$ cat src/rtl/seq_compare_if.sv
// Request/response bundle for the multi-cycle magnitude comparator.
// master drives the request; slave (the comparator) returns busy/done/X.
interface seq_compare_if #(
   parameter int unsigned WIDTH = 16
) ();
   logic             start;
   logic [2:0]       mode;
   logic             is_signed;
   logic [WIDTH-1:0] A;
   logic [WIDTH-1:0] B;
   logic             busy;
   logic             done;
   logic [WIDTH-1:0] X;

   modport master (output start, mode, is_signed, A, B,
                   input  busy, done, X);
   modport slave  (input  start, mode, is_signed, A, B,
                   output busy, done, X);
endinterface

$ cat src/rtl/seq_compare.sv
// Multi-cycle comparator: scans latched operands CHUNK bits per cycle from the MSB,
// stopping at the first unequal chunk; verdict is returned in X[0].
module seq_compare #(
   parameter int unsigned WIDTH = 16,
   parameter int unsigned CHUNK = 2
) (
   input  logic         clk,
   input  logic         reset,
   seq_compare_if.slave bus
);
   localparam int unsigned N  = WIDTH / CHUNK;
   localparam int unsigned KW = (N > 1) ? $clog2(N) : 1;

   typedef enum logic {IDLE, SCAN} state_t;

   state_t           state_q, state_d;
   logic [WIDTH-1:0] a_q, a_d, b_q, b_d, x_q, x_d;
   logic [2:0]       mode_q, mode_d;
   logic [KW-1:0]    k_q, k_d;
   logic             busy_q, busy_d, done_q, done_d;

   function automatic logic relate(input logic [2:0] m, input logic gt, input logic eq);
      case (m)
         3'b000:  relate = eq;
         3'b001:  relate = !eq;
         3'b010:  relate = gt;
         3'b011:  relate = gt | eq;
         3'b100:  relate = !gt & !eq;
         3'b101:  relate = !gt;
         default: relate = 1'b0;
      endcase
   endfunction

   always_ff @(posedge clk) begin
      if (reset) begin
         state_q <= IDLE;
         a_q     <= '0;
         b_q     <= '0;
         mode_q  <= '0;
         k_q     <= KW'(N - 1);
         busy_q  <= 1'b0;
         done_q  <= 1'b0;
         x_q     <= '0;
      end else begin
         state_q <= state_d;
         a_q     <= a_d;
         b_q     <= b_d;
         mode_q  <= mode_d;
         k_q     <= k_d;
         busy_q  <= busy_d;
         done_q  <= done_d;
         x_q     <= x_d;
      end
   end

   // Sign handling is folded in at latch time: flipping the top bit of both
   // operands maps two's-complement order onto unsigned order.
   always_comb begin
      logic [CHUNK-1:0] ca, cb;
      logic             gt, eq, decide;
      int unsigned      lsb;

      state_d = state_q;
      a_d     = a_q;
      b_d     = b_q;
      mode_d  = mode_q;
      k_d     = k_q;
      busy_d  = busy_q;
      done_d  = 1'b0;
      x_d     = x_q;
      gt      = 1'b0;
      eq      = 1'b0;
      decide  = 1'b0;
      lsb     = 32'(k_q) * CHUNK;
      ca      = a_q[lsb +: CHUNK];
      cb      = b_q[lsb +: CHUNK];

      case (state_q)
         IDLE: begin
            if (bus.start) begin
               a_d    = bus.A;
               b_d    = bus.B;
               if (bus.is_signed) begin
                  a_d[WIDTH-1] = ~bus.A[WIDTH-1];
                  b_d[WIDTH-1] = ~bus.B[WIDTH-1];
               end
               mode_d  = bus.mode;
               k_d     = KW'(N - 1);
               busy_d  = 1'b1;
               state_d = SCAN;
            end
         end
         SCAN: begin
            if (ca != cb) begin
               gt     = (ca > cb);
               decide = 1'b1;
            end else if (k_q == '0) begin
               eq     = 1'b1;
               decide = 1'b1;
            end else begin
               k_d = k_q - KW'(1);
            end
            if (decide) begin
               x_d     = WIDTH'(relate(mode_q, gt, eq));
               done_d  = 1'b1;
               busy_d  = 1'b0;
               k_d     = KW'(N - 1);
               state_d = IDLE;
            end
         end
         default: state_d = IDLE;
      endcase
   end

   assign bus.busy = busy_q;
   assign bus.done = done_q;
   assign bus.X    = x_q;
endmodule

$ cat src/flat_wrapper.sv
// flat-port wrapper written by rule: the top's interface ports become plain ports
module seq_compare_flat 
#(
   parameter int unsigned WIDTH = 16,
   parameter int unsigned CHUNK = 2
)
  (clk, reset, bus_start, bus_mode, bus_is_signed, bus_A, bus_B, bus_busy, bus_done, bus_X);
  seq_compare_if #(.WIDTH(WIDTH)) bus_i ();
  input  logic clk;
  input  logic reset;
  input wire logic [$bits(bus_i.start)-1:0] bus_start;
  input wire logic [$bits(bus_i.mode)-1:0] bus_mode;
  input wire logic [$bits(bus_i.is_signed)-1:0] bus_is_signed;
  input wire logic [$bits(bus_i.A)-1:0] bus_A;
  input wire logic [$bits(bus_i.B)-1:0] bus_B;
  output wire logic [$bits(bus_i.busy)-1:0] bus_busy;
  output wire logic [$bits(bus_i.done)-1:0] bus_done;
  output wire logic [$bits(bus_i.X)-1:0] bus_X;
  assign bus_i.start = bus_start;
  assign bus_i.mode = bus_mode;
  assign bus_i.is_signed = bus_is_signed;
  assign bus_i.A = bus_A;
  assign bus_i.B = bus_B;
  assign bus_busy = bus_i.busy;
  assign bus_done = bus_i.done;
  assign bus_X = bus_i.X;
  seq_compare #(.WIDTH(WIDTH), .CHUNK(CHUNK)) u_core (.clk(clk), .reset(reset), .bus(bus_i));
endmodule
$ cat config.mk
export PLATFORM = sky130hd
export DESIGN_NAME = seq_compare_flat
export DESIGN_NICKNAME = d
export VERILOG_FILES = /design/src/rtl/seq_compare_if.sv /design/src/rtl/seq_compare.sv /design/src/flat_wrapper.sv
export SDC_FILE = /design/constraint.sdc
export NUM_CORES = 1
export LEC_CHECK = 0
export ABC_AREA = 0
export CAP_MARGIN = 5
export CORE_UTILIZATION = 40
export CTS_CLUSTER_DIAMETER = 60
export DETAILED_ROUTE_END_ITERATION = 8
export GPL_TIMING_DRIVEN = 0
export PLACE_DENSITY = 0.69
export SETUP_SLACK_MARGIN = 0.15
export SYNTH_ARGS = -nofsm -noshare
export SYNTH_HDL_FRONTEND = slang
export SYNTH_SLANG_ARGS = --single-unit
$ cat constraint.sdc
create_clock -name clk -period 3.2 [get_ports clk]
set_input_delay 0.32 -clock clk [delete_from_list [all_inputs] [get_ports clk]]
set_output_delay 0.32 -clock clk [all_outputs]
set_load 0.05 [all_outputs]
==> results of run 1 <==
cells in the mapped netlist (2+ instances only):
library cell	instances	area [um2]
a211oi_1	2	15.01
a21o_1	2	15.01
a21oi_1	34	170.2
buf_2	9	45.04
buf_4	15	112.6
clkbuf_1	5	18.77
dfxtp_1	42	840.8
ha_1	4	50.05
inv_1	3	11.26
mux2_2	3	33.78
mux2i_1	2	20.02
mux4_1	8	210.2
nand2_1	72	270.3
nor2_1	4	15.01
nor2b_1	3	18.77
o21a_1	2	15.01
o21ai_0	3	15.01
xnor2_1	2	17.52
worst max-delay path: cells and delay by family (launching register included):
kind            cells  cell delay, ns
fa+ha+maj           1            0.31
simple gates        3            0.48
compound gates      1            0.39
mux                 2            0.85
buf+inv             1            0.17
flops               1            0.36
registers in the layout, indices dropped and copies added (netlist names):
signal,flops
u_core.a_q,16
u_core.state_q,1
u_core.bus.done,1
u_core.k_q,3
u_core.bus.busy,1
u_core.bus.X,1
u_core.mode_q,3
u_core.b_q,16
worst paths after layout:
path	cells past startpoint	slack [ns]	endpoint	start
setup / recovery	8	0.54	u_core.k_q[0]	u_core.k_q[0]
hold / removal	2	0.45	u_core.b_q[0]	u_core.b_q[0]
setup reg to reg	8	0.54	u_core.k_q[0]	u_core.k_q[0]
hold reg to reg	2	0.45	u_core.b_q[0]	u_core.b_q[0]
cells in the final DEF (no fill, tap or decap), types with 2 or more instances in the layout:
cell type,n
nand2_1,72
dfxtp_1,42
clkdlybuf4s50_1,41
a21oi_1,34
buf_4,15
conb_1,15
buf_2,9
mux4_1,8
clkbuf_1,6
clkbuf_8,5
nor2_1,4
ha_1,4
mux2_2,3
inv_1,3
nor2b_1,3
o21ai_0,3
mux2i_1,2
a21o_1,2
o21a_1,2
xnor2_1,2
a211oi_1,2
stage by stage:
stage          area (um2)  power, uW  setup slack [ns]  instances  hold slack, ns
5_1_grt              2656       1337            0.3708        360          0.4766
2_1_floorplan        2052      788.5            0.8712        244          0.4302
6_report             2656       1281            0.5405        360          0.4547
3_3_place_gp         2546      876.6            0.5556        352          0.4378
4_1_cts              2656       1293            0.5223        360          0.4565
3_5_place_dp         2546      881.7            0.5529        352          0.4448
routing by layer:
metal	GRT usage [%]	vias to the layer above	share of wire [%]
li1	-	867	-
met1	21.80	725	49
met2	25.75	41	46
met3	4.282	6	3.5
met4	7.625	0	1.7
met5	0	-	0
logic make-up (layout without fill, tap and decap cells):
logic type               after synthesis  count (layout)  share of synthesized area [%]
AND/OR/NAND/NOR                       87              87                          18.02
flip-flops                            42              42                          42.05
other                                  1              15                         0.1876
AO/OA/AOI/OAI                         47              47                          13.02
multiplexers                          13              13                          13.20
adder cells (fa/ha/maj)                4               4                          2.503
buffers and inverters                 34              83                          10.14
XOR/XNOR                               2               2                         0.8763
where the power goes:
group	internal [uW]	switching, uW	leakage, uW
Sequential	560	18.7	0.000345
Combinational	134	156	0.000752
Clock	233	180	0.0000514
Total	927	354	0.00115
layout make-up:
type                    instances  area (um2)
clock buffers                   6       72.57
repair buffers                 41       410.4
well taps                      67       83.83
plain buffers                  31       191.4
inverters                       3       11.26
multi-input cells             168        1008
fillers                       465        2098
flip-flops and latches         42       840.8
clock inverters                 2       37.54
==> results.sh, run 1 <==
export IMPL_outcome="completed"
export IMPL_cts_tree="done"
export IMPL_wirelength_um=4094
export IMPL_num_rows=25
export IMPL_endpoint_kind="flip-flop"
export IMPL_grt_pass1_wl_um=6610
export IMPL_setup_tns_ns=0
export IMPL_critPathMaxFanout=10
export IMPL_grt_pass1_vias=1456
export IMPL_yosysSeqAreaShare_pct=42.05
export IMPL_cts_root_buf="clkbuf_8"
export IMPL_rsz0062_at_grt="no"
export IMPL_layout_min_cycle_time_ns=2.659
export IMPL_required_ns=3.38
export IMPL_cpMaxStageDelayCell="mux4_1"
export IMPL_yosysUniqueCellTypes=33
export IMPL_syn_inst=230
export IMPL_clock_latency_ns=0.29
export IMPL_drt_iter0_markers=91
export IMPL_synth_edf_count=0
export IMPL_grt_max_degree=14
export IMPL_die_w_um=72.70
export IMPL_cts_setup_buffers=0
export IMPL_fin_nets=335
export IMPL_syn_to_final_growth_pct=32.85
export IMPL_num_antenna_cells=0
export IMPL_cts_clk_slew_worst_paths_ns=0.08
export IMPL_ios=57
export IMPL_cp_arrival_ns=2.84
export IMPL_ir_drop_mv=0.2546
export IMPL_grt_antenna_before_repair=0
export IMPL_crit_top_cell="nand2_1"
export IMPL_hpwlAfterDp_um=3009
export IMPL_setup_violations=0
export IMPL_core_area_mm2=0.004755
export IMPL_synth_avg_cell_area_um2=8.693
export IMPL_cts_hold_buf=0
export IMPL_vias_per_cell=4.553
export IMPL_ys_warn_count=0
export IMPL_max_cap_violations=0
export IMPL_critical_path_cell_chain="buf_6, mux4_1, mux2_2, ha_1, nand2_1, o21ai_0, and2b_1, nand2_1"
export IMPL_initial_core_util_pct=42.05
export IMPL_final_util_pct=55.87
export IMPL_power_density_mw_per_mm2=482.3
export IMPL_grt_overflow=0
export IMPL_routedWlPerCell_um=11.37
export IMPL_place_congestion=0.8173
export IMPL_cts_buffers=5
export IMPL_fin_crit_sh_pct=83.11
export IMPL_fp_dieH_um=72.70
export IMPL_drive_gt1_share_pct=12.29
export IMPL_fmax_ghz=0.3760
export IMPL_fin_skew_ns=0.005283
export IMPL_slowest_delay_ns=0.57
export IMPL_vias=1639
export IMPL_hold_violations=0
export IMPL_cts_resized=0
export IMPL_ys_seq_elements=42
export IMPL_synth_ff_type="dfxtp_1"
export IMPL_synth_area_mm2=0.001999
export IMPL_final_antenna_net_count=0
export IMPL_first_pass_iters=4
export IMPL_critical_path_class="reg2reg"
export IMPL_clockBufferDepth=2
export IMPL_p_leak_uw=0.001148
export IMPL_port_buffers=41
export IMPL_die_area_mm2=0.005285
export IMPL_async_flop_share_pct=0
export IMPL_startpoint_type="flip-flop"
export IMPL_clock_sinks=42
export IMPL_maxSlewViolCount=0
export IMPL_htreeDepth=2
export IMPL_grt_usage_pct=16.63
export IMPL_min_path_type="reg2reg"
export IMPL_drc=0
Power figures use the tool's default switching activity.
==> inputs of run 2 (changes only) <==
==> constraint.sdc (replaced) <==
create_clock -name clk -period 2.49 [get_ports clk]
set_input_delay 0.249 -clock clk [delete_from_list [all_inputs] [get_ports clk]]
set_output_delay 0.249 -clock clk [all_outputs]
set_load 0.05 [all_outputs]
==> run 2 against run 1 <==
Flip-flop and latch count did not move. Critical path depth did not move. Clock power rose by 29%. Critical path type unchanged. Largest cell class unchanged. Highest routed layer unchanged.
==> results.sh, run 2 (synthesized netlist as in run 1, its figures left out) <==
export IMPL_fin_crit_sh_pct=91.61
export IMPL_hpwlAfterDp_um=3009
export IMPL_placed_area_mm2=0.002546
export IMPL_max_cap_violations=0
export IMPL_placed_cells=352
export IMPL_syn_to_final_growth_pct=37.17
export IMPL_fillers=452
export IMPL_worst_slack_ns=0.2089
export IMPL_grt_max_degree=14
export IMPL_cts_clk_slew_worst_paths_ns=0.08
export IMPL_required_ns=2.67
export IMPL_vias_per_cell=4.547
export IMPL_wirelength_um=4292
export IMPL_clock_sinks=42
export IMPL_cts_hold_buf=0
export IMPL_multi_input_comb_area_mm2=0.001055
export IMPL_cpMaxStageDelayCell="mux4_2"
export IMPL_setup_tns_ns=0
export IMPL_endpoint_kind="flip-flop"
export IMPL_grt_usage_pct=17.16
export IMPL_routedWlPerCell_um=11.79
export IMPL_vias=1655
export IMPL_die_area_mm2=0.005285
export IMPL_fin_skew_ns=0.005592
export IMPL_ir_drop_mv=0.3334
export IMPL_regArea_um2=842.1
export IMPL_startpoint_type="flip-flop"
export IMPL_grt_antenna_before_repair=0
export IMPL_grt_pass1_wl_um=6831
export IMPL_cp_arrival_ns=2.47
export IMPL_fp_dieH_um=72.70
export IMPL_initial_core_util_pct=42.05
export IMPL_power_density_mw_per_mm2=620.1
export IMPL_slowest_delay_ns=0.50
export IMPL_drc=0
export IMPL_outcome="completed"
export IMPL_core_area_mm2=0.004755
export IMPL_cts_root_buf="clkbuf_8"
export IMPL_rsz0062_at_grt="yes"
export IMPL_setup_violations=0
export IMPL_maxSlewViolCount=0
export IMPL_reg2reg_slack_ns=0.21
export IMPL_drive_gt1_share_pct=19.19
export IMPL_p_leak_uw=0.001127
export IMPL_hold_violations=0
export IMPL_power_uw=1701
export IMPL_critPathMaxFanout=7
export IMPL_htreeDepth=2
export IMPL_fmax_ghz=0.4384
export IMPL_grt_pass1_vias=1474
export IMPL_min_path_type="reg2reg"
export IMPL_final_cell_mix="nand2_1, clkdlybuf4s50_1, dfxtp_1"
export IMPL_biggestRegsByFlops="u_core.a_q: 16 flops, u_core.b_q: 16 flops"
export IMPL_clockBufferDepth=2
export IMPL_cts_tree="done"
export IMPL_num_antenna_cells=0
export IMPL_critical_path_cell_chain="buf_8, mux4_2, mux2_4, ha_4, nor2b_4, o211ai_1, a31oi_1, o31a_1"
export IMPL_port_buffers=41
export IMPL_fin_nets=339
export IMPL_critical_path_class="reg2reg"
export IMPL_instances_no_fill=364
export IMPL_fin_area_mm2=0.002743
export IMPL_ios=57
export IMPL_num_rows=25
export IMPL_final_antenna_net_count=0
export IMPL_drt_iter0_markers=100
export IMPL_clock_latency_ns=0.29
export IMPL_final_common_cell="nand2_1"
export IMPL_place_congestion=0.8173
export IMPL_first_pass_iters=4
export IMPL_cts_buffers=5
export IMPL_layout_min_cycle_time_ns=2.281
export IMPL_dp_slack_ns=-0.1571
export IMPL_die_w_um=72.70
export IMPL_grt_overflow=0
run 2: per-layer routing:
| metal | wire length (um) | vias up | GRT usage [%] |
|---|---|---|---|
| met5 | 0 | - | 0 |
| li1 | - | 867 | - |
| met2 | 2049 | 45 | 27.62 |
| met1 | 2030 | 741 | 22.32 |
| met4 | 35 | 0 | 6.318 |
| met3 | 177 | 2 | 4.282 |
run 2: what timing repair did:
action,in CTS,in global routing
endpoints found under the setup margin,7,6
setup buffers,3,1
gates resized for setup,10,15
pin swaps,1,7
run 2: power by group:
group	switching (uW)	internal [uW]	total (uW)
clock network	232	299	532
registers	26.5	721	747
logic	218	204	422
total	477	1220	1700
run 2: layout make-up:
class	count	share of cell area, %
Buffer	31	7.162
Clock buffer	6	2.646
Clock inverter	2	1.369
Inverter	3	0.4106
Multi-Input combinational cell	168	38.46
Sequential cell	42	30.70
Tap cell	67	3.057
Timing Repair Buffer	45	16.20
run 2: critical path: cells and delay by family, from the launching register on:
kind | cells | cell delay (ns)
adder cells (fa/ha/maj) | 1 | 0.25
flip-flops | 1 | 0.36
multiplexers | 2 | 0.79
AND/OR/NAND/NOR | 1 | 0.12
AO/OA/AOI/OAI | 3 | 0.52
buffers and inverters | 1 | 0.14
run 2: final timing paths:
kind | startpoint | end | depth (start not counted)
worst max-delay path | u_core.k_q[0] | u_core.bus.X[0] | 8
worst min-delay path | u_core.b_q[0] | u_core.b_q[0] | 2
worst max register to register | u_core.k_q[0] | u_core.bus.X[0] | 8
worst min register to register | u_core.b_q[0] | u_core.b_q[0] | 2
run 2: per-stage QoR:
step,util [%],hold WS [ns]
after global routing,57.68,0.4790
after CTS,56.87,0.4565
after global placement,53.55,0.4378
final,57.68,0.4545
after detailed placement,53.55,0.4448
after floorplan,-,0.3592
